[src/rtl/sprite_pkg.sv]
// Shared definitions for the sprite attribute scanner: attribute byte
// layout, per-entry byte offsets and the scanner state encoding.
package sprite_pkg;

    localparam int ATTR_HIDE     = 7;
    localparam int ATTR_SIZE32   = 6;
    localparam int ATTR_FLIPX    = 5;
    localparam int ATTR_X8       = 4;
    localparam int ATTR_COLOR_HI = 3;
    localparam int ATTR_COLOR_LO = 0;

    localparam logic [1:0] OFS_Y    = 2'd0;
    localparam logic [1:0] OFS_X    = 2'd1;
    localparam logic [1:0] OFS_TILE = 2'd2;
    localparam logic [1:0] OFS_ATTR = 2'd3;

    typedef enum logic [3:0] {
        S_IDLE,
        S_RD0,
        S_RD1,
        S_RD2,
        S_RD3,
        S_RD4,
        S_EVAL,
        S_EMIT,
        S_NEXT,
        S_DONE
    } scan_state_e;

endpackage

[src/rtl/sprite_hit_test.sv]
// Combinational vertical hit test for one sprite entry against a scanline.
// The row difference wraps mod 256 so sprites straddling line 0 still hit.
module sprite_hit_test
    import sprite_pkg::*;
(
    input  logic [7:0] line,
    input  logic [7:0] y,
    input  logic       attr_hide,
    input  logic       attr_size32,
    output logic       hit,
    output logic [4:0] row
);

    logic [7:0] diff;

    always_comb begin
        diff = line - y;
        hit  = !attr_hide && (diff < (attr_size32 ? 8'd32 : 8'd16));
        row  = diff[4:0];
    end

endmodule

[src/rtl/sprite_attr_scanner.sv]
// Per-scanline sprite attribute RAM scanner feeding the line-buffer renderer.
// Define SPRITE_SCAN_OVERFLOW_EN to enforce the MAX_PER_LINE hit limit.
module sprite_attr_scanner
    import sprite_pkg::*;
#(
    parameter int                NUM_SPRITES  = 64,
    parameter int                ADDR_W       = 13,
    parameter logic [ADDR_W-1:0] BASE_ADDR    = 13'h1800,
    parameter int                MAX_PER_LINE = 16
) (
    input  logic              CLK_6M,
    input  logic              rst,
    input  logic              line_start,
    input  logic [7:0]        line,
    output logic              ram_ce_n,
    output logic              ram_oe_n,
    output logic [ADDR_W-1:0] ram_addr,
    input  logic [7:0]        ram_data,
    output logic              out_valid,
    input  logic              out_ready,
    output logic [8:0]        out_x,
    output logic [7:0]        out_tile,
    output logic [4:0]        out_row,
    output logic              out_flipx,
    output logic [3:0]        out_color,
    output logic              scan_done,
    output logic              overflow
);

    localparam logic [5:0] LAST_IDX = 6'(NUM_SPRITES - 1);

    scan_state_e       state_q, state_d;
    logic [5:0]        idx_q, idx_d;
    logic [7:0]        line_q, line_d;
    logic [7:0]        y_q, y_d;
    logic [7:0]        x_q, x_d;
    logic [7:0]        tile_q, tile_d;
    logic [7:0]        attr_q, attr_d;
    logic [ADDR_W-1:0] addr_q, addr_d;
    logic [8:0]        ox_q, ox_d;
    logic [7:0]        otile_q, otile_d;
    logic [4:0]        orow_q, orow_d;
    logic              oflip_q, oflip_d;
    logic [3:0]        ocol_q, ocol_d;
    logic              hit;
    logic [4:0]        row;

`ifdef SPRITE_SCAN_OVERFLOW_EN
    localparam int CNT_W = $clog2(MAX_PER_LINE + 1);
    logic [CNT_W-1:0] cnt_q, cnt_d;
    logic             ovf_q, ovf_d;
`endif

    sprite_hit_test u_hit (
        .line       (line_q),
        .y          (y_q),
        .attr_hide  (attr_q[ATTR_HIDE]),
        .attr_size32(attr_q[ATTR_SIZE32]),
        .hit        (hit),
        .row        (row)
    );

    always_comb begin
        state_d = state_q;
        idx_d   = idx_q;
        line_d  = line_q;
        y_d     = y_q;
        x_d     = x_q;
        tile_d  = tile_q;
        attr_d  = attr_q;
        addr_d  = addr_q;
        ox_d    = ox_q;
        otile_d = otile_q;
        orow_d  = orow_q;
        oflip_d = oflip_q;
        ocol_d  = ocol_q;
`ifdef SPRITE_SCAN_OVERFLOW_EN
        cnt_d   = cnt_q;
        ovf_d   = ovf_q;
`endif
        unique case (state_q)
            S_IDLE: ;
            S_RD0:  state_d = S_RD1;
            S_RD1: begin
                y_d     = ram_data;
                state_d = S_RD2;
            end
            S_RD2: begin
                x_d     = ram_data;
                state_d = S_RD3;
            end
            S_RD3: begin
                tile_d  = ram_data;
                state_d = S_RD4;
            end
            S_RD4: begin
                attr_d  = ram_data;
                state_d = S_EVAL;
            end
            S_EVAL: begin
                if (hit) begin
                    ox_d    = {attr_q[ATTR_X8], x_q};
                    otile_d = tile_q;
                    orow_d  = row;
                    oflip_d = attr_q[ATTR_FLIPX];
                    ocol_d  = attr_q[ATTR_COLOR_HI:ATTR_COLOR_LO];
                    state_d = S_EMIT;
`ifdef SPRITE_SCAN_OVERFLOW_EN
                    // The first hit past the limit is swallowed and ends the line.
                    if (cnt_q == CNT_W'(MAX_PER_LINE)) begin
                        ovf_d   = 1'b1;
                        ox_d    = ox_q;
                        otile_d = otile_q;
                        orow_d  = orow_q;
                        oflip_d = oflip_q;
                        ocol_d  = ocol_q;
                        state_d = S_DONE;
                    end
`endif
                end else begin
                    state_d = S_NEXT;
                end
            end
            S_EMIT: begin
                if (out_ready) begin
`ifdef SPRITE_SCAN_OVERFLOW_EN
                    cnt_d   = cnt_q + 1'b1;
`endif
                    state_d = S_NEXT;
                end
            end
            S_NEXT: begin
                if (idx_q == LAST_IDX) begin
                    state_d = S_DONE;
                end else begin
                    idx_d   = idx_q + 1'b1;
                    state_d = S_RD0;
                end
            end
            S_DONE:  state_d = S_IDLE;
            default: state_d = S_IDLE;
        endcase

        // A new line always wins, including an abort of a scan in flight.
        if (line_start) begin
            state_d = S_RD0;
            line_d  = line;
            idx_d   = 6'd0;
`ifdef SPRITE_SCAN_OVERFLOW_EN
            cnt_d   = '0;
            ovf_d   = 1'b0;
`endif
        end

        unique case (state_d)
            S_RD0:   addr_d = BASE_ADDR | ADDR_W'({idx_d, OFS_Y});
            S_RD1:   addr_d = BASE_ADDR | ADDR_W'({idx_d, OFS_X});
            S_RD2:   addr_d = BASE_ADDR | ADDR_W'({idx_d, OFS_TILE});
            S_RD3:   addr_d = BASE_ADDR | ADDR_W'({idx_d, OFS_ATTR});
            default: ;
        endcase
    end

    always_ff @(posedge CLK_6M or posedge rst) begin
        if (rst) begin
            state_q <= S_IDLE;
            idx_q   <= '0;
            line_q  <= '0;
            y_q     <= '0;
            x_q     <= '0;
            tile_q  <= '0;
            attr_q  <= '0;
            addr_q  <= '0;
            ox_q    <= '0;
            otile_q <= '0;
            orow_q  <= '0;
            oflip_q <= 1'b0;
            ocol_q  <= '0;
`ifdef SPRITE_SCAN_OVERFLOW_EN
            cnt_q   <= '0;
            ovf_q   <= 1'b0;
`endif
        end else begin
            state_q <= state_d;
            idx_q   <= idx_d;
            line_q  <= line_d;
            y_q     <= y_d;
            x_q     <= x_d;
            tile_q  <= tile_d;
            attr_q  <= attr_d;
            addr_q  <= addr_d;
            ox_q    <= ox_d;
            otile_q <= otile_d;
            orow_q  <= orow_d;
            oflip_q <= oflip_d;
            ocol_q  <= ocol_d;
`ifdef SPRITE_SCAN_OVERFLOW_EN
            cnt_q   <= cnt_d;
            ovf_q   <= ovf_d;
`endif
        end
    end

    logic rd_active;
    assign rd_active = state_q inside {S_RD0, S_RD1, S_RD2, S_RD3};

    assign ram_ce_n  = !rd_active;
    assign ram_oe_n  = !rd_active;
    assign ram_addr  = addr_q;
    assign out_valid = (state_q == S_EMIT) && !line_start;
    assign out_x     = ox_q;
    assign out_tile  = otile_q;
    assign out_row   = orow_q;
    assign out_flipx = oflip_q;
    assign out_color = ocol_q;
    assign scan_done = (state_q == S_DONE);
`ifdef SPRITE_SCAN_OVERFLOW_EN
    assign overflow  = ovf_q;
`else
    assign overflow  = 1'b0;
`endif

endmodule
[config.mk]
export PLATFORM = sky130hd
export DESIGN_NAME = sprite_attr_scanner
export DESIGN_NICKNAME = d
export VERILOG_FILES = /design/src/rtl/sprite_pkg.sv /design/src/rtl/sprite_hit_test.sv /design/src/rtl/sprite_attr_scanner.sv
export SDC_FILE = /design/constraint.sdc
export NUM_CORES = 1
export LEC_CHECK = 0
export CORE_MARGIN = 2
export CORE_UTILIZATION = 50
export CTS_CLUSTER_SIZE = 28
export DETAILED_ROUTE_END_ITERATION = 8
export MAX_ROUTING_LAYER = met4
export PLACE_DENSITY = 0.83
export RECOVER_POWER = 25
export SLEW_MARGIN = 30
export SYNTH_ARGS = -nofsm -noshare
export SYNTH_HDL_FRONTEND = slang
export SYNTH_HIERARCHICAL = 1
export SYNTH_SLANG_ARGS = --single-unit
[constraint.sdc]
create_clock -name CLK_6M -period 4.6 [get_ports CLK_6M]
set_input_delay 0.69 -clock CLK_6M [delete_from_list [all_inputs] [get_ports CLK_6M]]
set_output_delay 0.69 -clock CLK_6M [all_outputs]
set_load 0.02 [all_outputs]
# --- After elaboration in Yosys (flattened, before gate mapping) ---
# Index checks and enable logic that the tools add are counted.
classes:
  addsub: 2
  mul: 0
  div_mod_pow: 0
  order_cmp: 1
  eq_ne: 14
  shift: 0
  n_mux: 10
  bitwise: 0
  reduce_logical: 9
ops:
  columns: ["cell", "n"]
  rows:
  - ["$pmux W13 S4", 1]
  - ["$pmux W4 S9", 1]
  - ["$mux W6", 4]
  - ["$eq A4 B3 Y1 const B", 5]
  - ["$eq A4 B2 Y1 const B", 4]
  - ["$mux W4", 4]
  - ["$eq A4 B1 Y1 const B", 2]
  - ["$eq A4 B4 Y1 const B", 2]
  - ["$lt A8 B8 Y1", 1]
  - ["$reduce_bool A4 Y1", 2]
  - ["$sub A8 B8 Y8", 1]
  - ["$add A6 B1 Y6 const B", 1]
  - ["$eq A6 B6 Y1 const B", 1]
  - ["$logic_not A4 Y1", 1]
  - ["$logic_not A1 Y1", 3]
  - ["$logic_and A1 B1 Y1", 2]
  - ["$reduce_and A2 Y1", 1]
totals:
  regBits: 90
  latch_bits: 0
  mem_bits_rw: 0
  romBits: 0
  in_bits: 20
  out_inout_bits: 45
  elab_cells: 49
  n_memories: 0

# --- Logic depth before layout (Yosys ltp) ---
# Gate-level depths: netlist (run 1).
logic_depth:
  depth_word: 8
  depth_mapped: 18
  mapped_depth_nobuf: 18

# --- Modules after synthesis ---
# Netlist (run 1), hierarchy kept.
modules_own_cells:
  columns: ["module", "n_inst", "cells_per_inst", "area_per_inst_um2", "seq_area_each_um2"]
  rows:
  - ["sprite_attr_scanner", 1, 248, 3544.6, 2152.1]
  - ["sprite_hit_test", 1, 51, 369.1, 0.0]

# --- Least setup slack after synthesis (run 1) ---
# No wires, ideal clock.
synth_timing:
  path_kind: "reg-to-reg"
  startpoint: "register y_q[1]"
  endpoint: "register addr_q[6], in the netlist ram_addr[6]"
  setup_ns: 0.128
  t_arrival_ns: 3.634
  t_required_ns: 4.472
  setup_slack_ns: 0.839
  path_stages_with_launch: 19
  n_path_buf: 0
  synth_period_minus_slack_ns: 3.761
  path_cell_list: "dfrtp_1 -> inv_1 -> ha_1 -> nor2b_1 -> o31ai_1 -> nand2_1 -> xor2_1 -> ha_1 -> a211oi_1 -> o21ai_0 -> nor2_1 -> o311ai_1 -> a211oi_2 -> nor2b_1 -> o21ai_0 -> a21boi_1 -> and2_1 -> o21bai_4 -> mux2_1"
synth_between:
  elab_chain_len: 8
  word_cells_on_any_way: 11
  cone_classes: "add/sub (1); order compare (1); eq/ne (4); mux (3); reduce/logical (2)"
synth_lines:
  columns: ["element", "line_no", "source"]
  rows:
  - ["start: declaration", "sprite_attr_scanner.sv:35", "logic [7:0] y_q, y_d;"]
  - ["start signal: assignment", "sprite_attr_scanner.sv:187", "y_q <= y_d;"]
  - ["$sub A8 B8 Y8 (*)", "sprite_hit_test.sv:17", "diff = line - y;"]
  - ["$lt A8 B8 Y1 (*)", "sprite_hit_test.sv:18", "hit = !attr_hide && (diff < (attr_size32 ? 8'd32 : 8'd16));"]
  - ["$logic_and A1 B1 Y1 (*)", "sprite_hit_test.sv:18", null]
  - ["net hit", "sprite_attr_scanner.sv:45", "logic hit;"]
  - ["$mux W4 (*)", "sprite_attr_scanner.sv:101", "if (hit) begin"]
  - ["$pmux W4 S9 (*)", "sprite_attr_scanner.sv:81", "unique case (state_q)"]
  - ["$mux W4 (*)", "sprite_attr_scanner.sv:145", "if (line_start) begin"]
  - ["net state_d[2]", "sprite_attr_scanner.sv:32", "scan_state_e state_q, state_d;"]
  - ["$eq A4 B3 Y1, or another cell as far along", "sprite_attr_scanner.sv:155", "unique case (state_d)"]
  - ["$reduce_bool A4 Y1 (no line) (*)", null, null]
  - ["end signal: assignment", "sprite_attr_scanner.sv:191", "addr_q <= addr_d;"]
  - ["end: declaration", "sprite_attr_scanner.sv:39", "logic [ADDR_W-1:0] addr_q, addr_d;"]
# The timed path passes the listed nets; every way through them passes the cells marked *.
# A chain may end at the register's enable or synchronous reset.

# --- Worst setup path after layout (run 1) ---
layout_timing:
  startpoint: "register y_q[1]"
  endpoint: "register addr_q[3], in the netlist ram_addr[3]"
layout_between:
  elab_chain_len: 8
  word_cells_on_any_way: 11
  cone_classes: "add/sub (1); order compare (1); eq/ne (4); mux (3); reduce/logical (2)"
layout_lines:
  columns: ["element", "line_no"]
  rows:
  - ["$sub A8 B8 Y8 (*)", "sprite_hit_test.sv:17"]
  - ["$lt A8 B8 Y1 (*)", "sprite_hit_test.sv:18"]
  - ["$logic_and A1 B1 Y1 (*)", "sprite_hit_test.sv:18"]
  - ["net hit", "sprite_attr_scanner.sv:45"]
  - ["$mux W4 (*)", "sprite_attr_scanner.sv:101"]
  - ["$pmux W4 S9 (*)", "sprite_attr_scanner.sv:81"]
  - ["$mux W4 (*)", "sprite_attr_scanner.sv:145"]
  - ["$eq A4 B3 Y1, or another cell as far along", "sprite_attr_scanner.sv:155"]
  - ["$reduce_bool A4 Y1 (no line) (*)", null]
# Marks and branches as above.

==> summary.txt, run 1 <==
Status
  • Status: finished, violations left
  • Failing checks: capacitance limit, slew limit

Pwr
  • Power, Total: 2.45 mW
  • Worst-case vdd ir drop: 378 uV
  • Leak: approximately 2.2 nW
  • Power per Cell Area: 510 mW/mm^2

Routing
  • WL/cell: 15.7 um
  • Number of remaining DRC errors: 0
  • Post-DRT Antenna Nets: 0
  • Drt first pass iters: 4
  • DRT iter0 DRCs: 103
  • Via/cell ratio: 5.37
  • Routed via count: around 2.5k
  • Routed wire length: 7320 um

Floorplan
  • Die Ht: 92.5 um
  • Initial Util: 51.2%
  • Core ar.: 0.00765 mm^2
  • # rows: 32
  • # IOs: 65
  • Die ar.: 0.00855 mm^2
  • Chip width: 92.5 um

Final layout
  • Util after Layout: 62.9%
  • Final Instance Area: 0.00481 mm^2
  • ANT cells: 0
  • Non-filler cells, final: 467
  • Reg area: 0.00215 mm^2
  • Layout cell share with drive strength beyond 1: 26.0%
  • Area grow syn2layout: 23.0%
  • Area of the multi-input gates: around 0.0016 mm^2
  • FILL cells: roughly 610
  • Layout net count: 391

Worst setup path
  • CP Class: flip-flop to flip-flop
  • Critical path's top delay family: compound AO/OA/AOI/OAI gates
  • Critical Path Slowest Stage Cell: dfrtp_1
  • Crit-path max FO: 6
  • Crit-path max cell delay: 0.38 ns
  • Buf+Inv Stages, Crit Path: 1
  • Crit path launch type: flip-flop
  • Cell-by-cell trace of the critical path: inv_1 > ha_1 > nor2b_1 > o31ai_1 > nand2_1 > xor2_1 > ha_1 > a211oi_1 > o21ai_0 > nor2_1 > o311ai_1 > a211oi_2 > nor2b_1 > o21ai_0 > a221oi_1 > or2_2 > o21bai_4 > mux2_1
  • Reg2reg start: y_q[1]
  • Critical Path Start: y_q[1]
  • Worst EP arrival: roughly 4.4 ns
  • Req. time, crit path: 4.83 ns
  • CP endpoint kind: flip-flop

Timing
  • Final hold viol count: 0
  • Crit share post-route: 89.7%
  • Fin crit period: roughly 4.1 ns
  • Fin worst setup slack: around 0.48 ns
  • Worst-Margin Slew: 2.42 ns
  • Worst rel slew slack: -62.4%
  • RSZ-0062 raised after global routing: no
  • Min Hold Slack: 0.490 ns
  • Worst Skew: 0.00683 ns
  • Final setup fails: 0
  • Setup TNS: 0 ns
  • Fmax: around 240 MHz
  • Final-report max-slew violation count: 57

Place
  • Area of placed instances: 0.00459 mm^2
  • GPL Wtd Cong: between 0.8 and 0.9
  • Placed wire-length estimate: 5190 um
  • PortBufs: 60
  • DP Worst Slack: about 0.51 ns
  • Placed cell count: 452

Synthesis
  • Netlist cell types: 53
  • Synth Cell Area: between 0.003 and 0.004 mm^2
  • Syn. warnings: 6
  • EDFF count, synth: 0
  • Mean Syn Cell Area: 13.1 um^2
  • Seq/Total Area, Yosys: around 55%
  • Cells after Synth: 299
  • Seq cells post-synth: 86
  • Main flop type after synthesis: dfrtp_1
  • FFs w/ async S/R, synth: between 90% and 100%

Clocking
  • Cts bufs inserted: 9
  • CTS hold repair buffers: 0
  • Latest clock arrival within the worst-skew pair: 0.35 ns
  • CTS H-tree depth: 3
  • Resized Gates After CTS: 0
  • Post-CTS Setup Inserts: 0
  • Clock root buffer: clkbuf_8
  • Clk slew on worst S/H paths: about 0.080 ns
  • Clock Path Buffers: 2
  • Clk sinks: 86
  • TritonCTS clock tree: yes

Global routing
  • Initial antenna violation count: 0
  • Vias in the first global route: about 2.6k
  • Largest net degree at the start of global routing: between 50 and 60
  • Global-route wire length before repair: 12500 um
  • Grt total ovfl: 0
  • All-Layer GR Usage: 19.4%

Min path
  • Hold WC Path Type: flip-flop to flip-flop
  • HP Start: ram_addr[5]

Run
  • Max cap viols: 1
==> registers in the layout, summed over array words and instances, names as in the netlist <==
name and flops:
tile_q 8, state_q 4, out_color 4, ram_addr 9, line_q 8, attr_q 8
idx_q 6, out_flipx 1, x_q 8, out_x 9, out_tile 8, out_row 5
y_q 8
==> cell type report <==
cell class	instances	area share, %
tap	102	2.65
clock buffer	10	2.65
timing repair buffer	63	12.9
inverter	15	1.20
clock inverter	5	1.74
sequential	86	44.7
multi-input combinational	186	34.1
==> cells by family after synthesis <==
group	synth area share [%]
flip-flops	55.0
AO/OA/AOI/OAI	7.42
AND/OR/NAND/NOR	8.18
buffers and inverters	3.58
adder cells (fa/ha/maj)	3.39
other	0.0958
multiplexers	21.0
XOR/XNOR	1.34
==> cells in the mapped netlist, drive strengths merged (2+ instances only) <==
library cell   n  area [um^2]
nand3b         2         15.0
buf           13         76.3
xnor2          2         17.5
a211oi         5         42.5
inv           15         56.3
nor2          11         41.3
nor3b          2         15.0
nor2b          7         43.8
clkbuf         2         7.51
o22ai          2         12.5
a221oi         2         23.8
nand2          9         33.8
nand3          3         15.0
mux2          73          822
dfrtp         86         2150
a21o           2         15.0
o31ai          2         15.0
o21ai          9         45.0
ha             9          113
and2           2         12.5
o21a           2         15.0
and3           2         12.5
xor2           4         35.0
a21oi          4         20.0
nand2b         3         18.8
nor3           5         30.0
==> worst paths after layout <==
| check | slack (ns) | endpoint | cells after the start |
|---|---|---|---|
| max in group asynchronous | 1.88 | y_q[1] | 3 |
| min in group asynchronous | 1.46 | ram_addr[6] | 2 |
| worst max-delay path | 0.48 | ram_addr[3] | 18 |
| worst max register to register | 0.48 | ram_addr[3] | 18 |
| worst min register to register | 0.49 | ram_addr[5] | 1 |
| worst min-delay path | 0.49 | ram_addr[5] | 1 |
==> power by group <==
| group | leakage, nW | internal [mW] | total [mW] | switching (mW) |
|---|---|---|---|---|
| sequential | 1.10 | 0.958 | 1.08 | 0.120 |
| clock | 0.0990 | 0.305 | 0.567 | 0.262 |
| combinational | 0.956 | 0.424 | 0.809 | 0.385 |
| total | 2.16 | 1.69 | 2.45 | 0.766 |
==> routing by layer <==
layer	track usage (%)	vias to the layer above	part of all wire, %
met4	5.85	0	1.3
met1	24.4	1252	45
met5	-	-	0
met2	30.7	69	49
li1	-	1183	-
met3	5.61	6	4.7
==> placed cells by master (no fill, tap or decap), types with 3 or more instances in the layout <==
master,Yosys,routed
a211oi_1,4,4
a21oi_1,4,4
buf_4,6,3
clkbuf_8,0,9
clkdlybuf4s50_1,0,59
conb_1,1,4
dfrtp_1,86,86
ha_1,9,9
inv_1,15,14
mux2_1,6,6
mux2_2,67,67
nand2_1,9,9
nand2b_1,3,3
nand3_1,3,3
nor2_1,11,11
nor2b_1,7,7
nor3_1,4,4
o21ai_0,9,9
xor2_1,4,4
(Power assumes the default switching activity.)
==> run 2: changes to the inputs <==
Settings changed: CORE_UTILIZATION 50 to 35, PLACE_DENSITY 0.83 to 0.63.
==> run 2 against run 1 <==
The flow still finishes with violations (capacitance limit, slew limit). Sequential power about the same. Via count down 0.20%. Combinational power about the same. First-iteration DRC count down 34%. Non-clock buffer count unchanged. Die area up 41%. Clock skew up 0.0028 ns. Wire length up 4.1%. Sequential cell count unchanged. Largest power group unchanged.
==> summary.txt, run 2 (synthesis results as in run 1) <==
Status
  • Status: finished, violations left
  • Failing checks: capacitance limit, slew limit

Worst setup path
  • Req. time, crit path: 4.85 ns
  • Crit-path max cell delay: around 1 ns
  • R2r setup slk: 0.45 ns
  • Worst EP arrival: 4.40 ns
  • CP endpoint kind: flip-flop
  • Critical Path Slowest Stage Cell: or4b_2
  • Cell-by-cell trace of the critical path: inv_1 > ha_1 > nor2b_1 > o31ai_1 > nand2_1 > xor2_1 > ha_1 > a211oi_1 > o21ai_0 > nor2_1 > o311ai_1 > a211oi_2 > or4b_2 > mux2_2
  • Critical Path Most Common Cell: ha_1
  • Crit path launch type: flip-flop
  • Crit-path max FO: 27
  • CP Class: flip-flop to flip-flop

Floorplan
  • Die Ht: about 110 um
  • # rows: 38
  • Die ar.: 0.0120 mm^2
  • Chip width: 110 um
  • Initial Util: 35.9%
  • Core ar.: 0.0109 mm^2
  • # IOs: 65

Place
  • PortBufs: 60
  • GPL Wtd Cong: 0.843
  • Placed wire-length estimate: 5350 um

Pwr
  • Worst-case vdd ir drop: 253 uV
  • Power, Total: 2.44 mW
  • Leak: 2.16 nW
  • Power per Cell Area: 503 mW/mm^2

Timing
  • Worst Skew: 0.00964 ns
  • Final hold viol count: 0
  • Crit share post-route: about 90%
  • Setup TNS: 0 ns
  • Worst-Margin Slew: around 2.2 ns
  • Fmax: 241 MHz
  • Final-report max-slew violation count: 53
  • Worst rel slew slack: -46.5%
  • RSZ-0062 raised after global routing: no
  • Final setup fails: 0
  • Fin crit period: between 4 and 5 ns

Clocking
  • Clk sinks: 86
  • Clock Path Buffers: 2
  • Clk slew on worst S/H paths: 0.09 ns
  • Post-CTS Setup Inserts: 0
  • CTS H-tree depth: 3
  • TritonCTS clock tree: yes
  • Cts bufs inserted: 9
  • CTS hold repair buffers: 0
  • Clock root buffer: clkbuf_8
  • Latest clock arrival within the worst-skew pair: 0.36 ns
  • Resized Gates After CTS: 0

Final layout
  • Most common cell after layout, fill and taps aside: dfrtp_1
  • Layout cell share with drive strength beyond 1: 26.0%
  • Most frequent cells in the layout: dfrtp_1 (86), mux2_2 (67), clkdlybuf4s50_1 (59)
  • ANT cells: 0
  • Area grow syn2layout: 23.9%
  • Layout net count: 391
  • FILL cells: between 1k and 1.5k

Min path
  • Hold WC Path Type: flip-flop to flip-flop

Global routing
  • Initial antenna violation count: 0
  • Grt total ovfl: 0
  • All-Layer GR Usage: between 10% and 20%
  • Largest net degree at the start of global routing: 53
  • Vias in the first global route: 2534
  • Global-route wire length before repair: 12800 um

Routing
  • DRT iter0 DRCs: 68
  • Number of remaining DRC errors: 0
  • Routed wire length: between 7000 and 8000 um
  • Met1 WL: 3700 um
  • Met3 WL post-DR: 300 um
  • Top Metal Used: met4
  • Drt first pass iters: 5
  • Routed via count: between 2k and 3k
  • Post-DRT Antenna Nets: 0
  • Via/cell ratio: 4.95
  • WL/cell: 15.1 um
  • Met2 wire length: 3540 um

Run
  • Max cap viols: 1
run 2: cell count changes in the layout (fill, tap and decap cells not counted), sizes merged:
| cell | delta |
|---|---|
| inv | +3 |
| clkbuf | +1 |
| clkinv | +1 |
| bufinv | -1 |
| clkinvlp | -2 |
| buf | -1 |
run 2: final timing paths:
check / start / end / depth (start not counted)
worst max-delay path: y_q[1] / out_color[0] / 14
worst min-delay path: ram_addr[3] / ram_addr[3] / 1
worst max register to register: y_q[1] / out_color[0] / 14
worst min register to register: ram_addr[3] / ram_addr[3] / 1
max in group asynchronous: rst / line_q[5] / 3
min in group asynchronous: rst / out_tile[4] / 2
run 2: routing by layer:
metal	GRT usage, %	up-vias
met5	-	-
met4	4.52	0
met3	3.20	11
met2	21.7	66
met1	19.3	1248
li1	-	1180
run 2: layout make-up:
cell class / instances / area, um^2 / share of cell area [%]
clock inverters: 6 / 76.3 / 1.57
flip-flops and latches: 86 / 2150 / 44.4
repair buffers: 63 / 619 / 12.8
clock buffers: 10 / 128 / 2.63
well taps: 140 / 175 / 3.61
multi-input cells: 186 / 1640 / 33.8
inverters: 15 / 57.6 / 1.19
run 2: report_power, final:
part           switching (mW)  internal (mW)
sequential              0.116          0.957
combinational           0.386          0.424
clock                   0.293          0.262
total                   0.795           1.64
run 2: stage by stage:
step	util [%]	cells	setup WS (ns)	hold slack, ns	cell area (um^2)
3_5_place_dp	42.6	490	0.479	0.477	4640
6_report	44.5	506	0.453	0.493	4850
2_1_floorplan	-	302	0.839	0.477	3930
3_3_place_gp	42.6	490	0.609	0.467	4640
5_1_grt	44.5	506	0.0462	0.512	4850
4_1_cts	44.5	506	0.459	0.497	4840
run 2: critical path: cells and delay by family, from the launching register on:
family,cells,cell delay (ns)
AOI/OAI and AO/OA,5,1.04
xor gates and xnor gates,1,0.15
adders and majority gates,2,0.56
buffers and inverters,1,0.10
DFF,1,0.39
muxes,1,0.41
and+or+nand+nor,4,1.37
==> run 3: changes to the inputs <==
Settings changed: CORE_MARGIN 2 to unset.
==> run 3 against run 2 <==
The flow still finishes with violations (capacitance limit, slew limit). Total power is 0.34% higher. Critical path type unchanged. Combinational power is 0.7% lower. Wire length hardly changed. Utilization is 0.069 points higher. Critical path depth stayed put. Sequential cell count stayed put. Non-clock buffer count stayed put. Sequential share of layout area is 0.069 points lower. Clock power is 2% higher. Worst hold slack worse by 0.0047 ns. Cell count is 0.40% lower. Register-to-register slack better by 0.05 ns.
==> summary.txt, run 3 (synthesis results as in run 1) <==
Status
  • Status: finished, violations left
  • Failing checks: capacitance limit, slew limit

Final layout
  • Final Instance Area: between 0.004 and 0.005 mm^2
  • Layout cell share with drive strength beyond 1: 26.1%
  • FILL cells: 1041
  • Util after Layout: 44.6%
  • Area grow syn2layout: 24.1%
  • Layout net count: around 400
  • Most common cell after layout, fill and taps aside: dfrtp_1
  • ANT cells: 0
  • Most frequent cells in the layout: dfrtp_1 (86), mux2_2 (67), clkdlybuf4s50_1 (59)

Worst setup path
  • CP endpoint kind: flip-flop
  • CP Class: flip-flop to flip-flop
  • Crit path launch type: flip-flop
  • Critical Path Slowest Stage Cell: or4b_2
  • Req. time, crit path: 4.84 ns
  • R2r setup slk: 0.50 ns
  • Cell-by-cell trace of the critical path: inv_1 > ha_1 > nor2b_1 > o31ai_1 > nand2_1 > xor2_1 > ha_1 > a211oi_1 > o21ai_0 > nor2_1 > o311ai_1 > a211oi_2 > or4b_2 > mux2_2
  • Worst EP arrival: 4.34 ns
  • Worst reg2reg path depth: 14
  • Buf+Inv Stages, Crit Path: 1
  • Crit-path max cell delay: 1.00 ns
  • Worst path depth: 14
  • Critical path's top delay family: simple AND/OR/NAND/NOR gates
  • Critical Path Most Common Cell: ha_1
  • Crit-path max FO: 27

Timing
  • Fmax: 244 MHz
  • Setup TNS: 0 ns
  • Worst Skew: 0.00776 ns
  • Final hold viol count: 0
  • Crit share post-route: 89.1%
  • Fin worst setup slack: 0.502 ns
  • Final setup fails: 0
  • Fin crit period: 4.10 ns
  • RSZ-0062 raised after global routing: no
  • Worst rel slew slack: -81.8%
  • Final-report max-slew violation count: 63
  • Worst-Margin Slew: 2.71 ns

Place
  • DP Worst Slack: 0.474 ns
  • Area of placed instances: 0.00464 mm^2
  • PortBufs: 60
  • GPL Wtd Cong: 0.857
  • Placed wire-length estimate: 5360 um

Floorplan
  • Chip width: 108 um
  • Core ar.: 0.0109 mm^2
  • # IOs: between 60 and 70
  • Initial Util: 35.9%
  • Die ar.: 0.0116 mm^2
  • Die Ht: roughly 110 um
  • # rows: 38

Min path
  • Worst hold stages: 1
  • Hold WC Path Type: flip-flop to flip-flop

Clocking
  • Clock root buffer: clkbuf_8
  • Latest clock arrival within the worst-skew pair: ~0.35 ns
  • CTS hold repair buffers: 0
  • Clock Path Buffers: 2
  • Cts bufs inserted: 9
  • Post-CTS Setup Inserts: 0
  • Resized Gates After CTS: 0
  • Clk slew on worst S/H paths: 0.08 ns
  • CTS H-tree depth: 3
  • TritonCTS clock tree: yes
  • Clk sinks: 86

Routing
  • Via/cell ratio: 4.97
  • WL/cell: around 15 um
  • Drt first pass iters: 4
  • Routed wire length: 7620 um
  • Post-DRT Antenna Nets: 0
  • Routed via count: 2507
  • DRT iter0 DRCs: 32
  • Number of remaining DRC errors: 0

Pwr
  • Leak: 2.16 nW
  • Power, Total: 2.45 mW
  • Power per Cell Area: 504 mW/mm^2
  • Sw Share: 31.2%
  • Worst-case vdd ir drop: 213 uV
  • Comb power frac: about a third
  • Pint: roughly 1.7 mW
  • Switching power: around 0.76 mW
  • Part of the power in the clock network: 23.2%
  • Register share of total power: 43.9%

Global routing
  • Initial antenna violation count: 0
  • All-Layer GR Usage: between 10% and 20%
  • Global-route wire length before repair: around 13000 um
  • Largest net degree at the start of global routing: 63
  • Vias in the first global route: 2565
  • Grt total ovfl: 0

Run
  • Max cap viols: 1
## run 3: per-stage QoR
stage          hold WS [ns]  cells
3_5_place_dp          0.477    490
5_1_grt               0.512    504
4_1_cts               0.495    504
3_3_place_gp          0.467    490
2_1_floorplan         0.477    302
6_report              0.489    504
## run 3: worst reg2reg max path, stage by stage (launching register included)
cell	delay [ns]
dfrtp_1	0.38
inv_1	0.10
ha_1	0.23
nor2b_1	0.15
o31ai_1	0.33
nand2_1	0.13
xor2_1	0.16
ha_1	0.30
a211oi_1	0.24
o21ai_0	0.11
nor2_1	0.10
o311ai_1	0.11
a211oi_2	0.23
or4b_2	1.00
mux2_2	0.41
## run 3: final timing paths
path | end | start
max in group asynchronous | tile_q[1] | rst
setup / recovery | out_row[2] | y_q[1]
hold / removal | ram_addr[4] | ram_addr[4]
min in group asynchronous | out_tile[5] | rst
hold reg to reg | ram_addr[4] | ram_addr[4]
setup reg to reg | out_row[2] | y_q[1]
## run 3: per-layer routing
metal | wire (um) | GRT usage [%] | vias up | part of all wire, %
met1 | 3560 | 19.3 | 1243 | 47
met4 | 144 | 5.19 | 0 | 1.9
met2 | 3600 | 23.0 | 73 | 47
li1 | - | - | 1176 | -
met3 | 318 | 4.24 | 15 | 4.2
met5 | 0 | - | - | 0
## run 3: power groups by stage
stage | Clock, mW | Sequential (mW) | Combinational (mW)
after floorplan | 0 | 1.12 | 0.522
after global placement | 0 | 1.08 | 0.789
after detailed placement | 0 | 1.09 | 0.807
after CTS | 0.592 | 1.08 | 0.816
after global routing | 0.623 | 1.10 | 0.887
final | 0.567 | 1.07 | 0.804
## run 3: area by class of cell
cell class	count	area [um^2]	area share [%]
Clock buffer	9	124	2.55
Inverter	15	57.6	1.18
Sequential cell	86	2150	44.3
Timing Repair Buffer	63	623	12.8
Tap cell	140	175	3.61
Multi-Input combinational cell	186	1640	33.8
Clock inverter	5	83.8	1.73
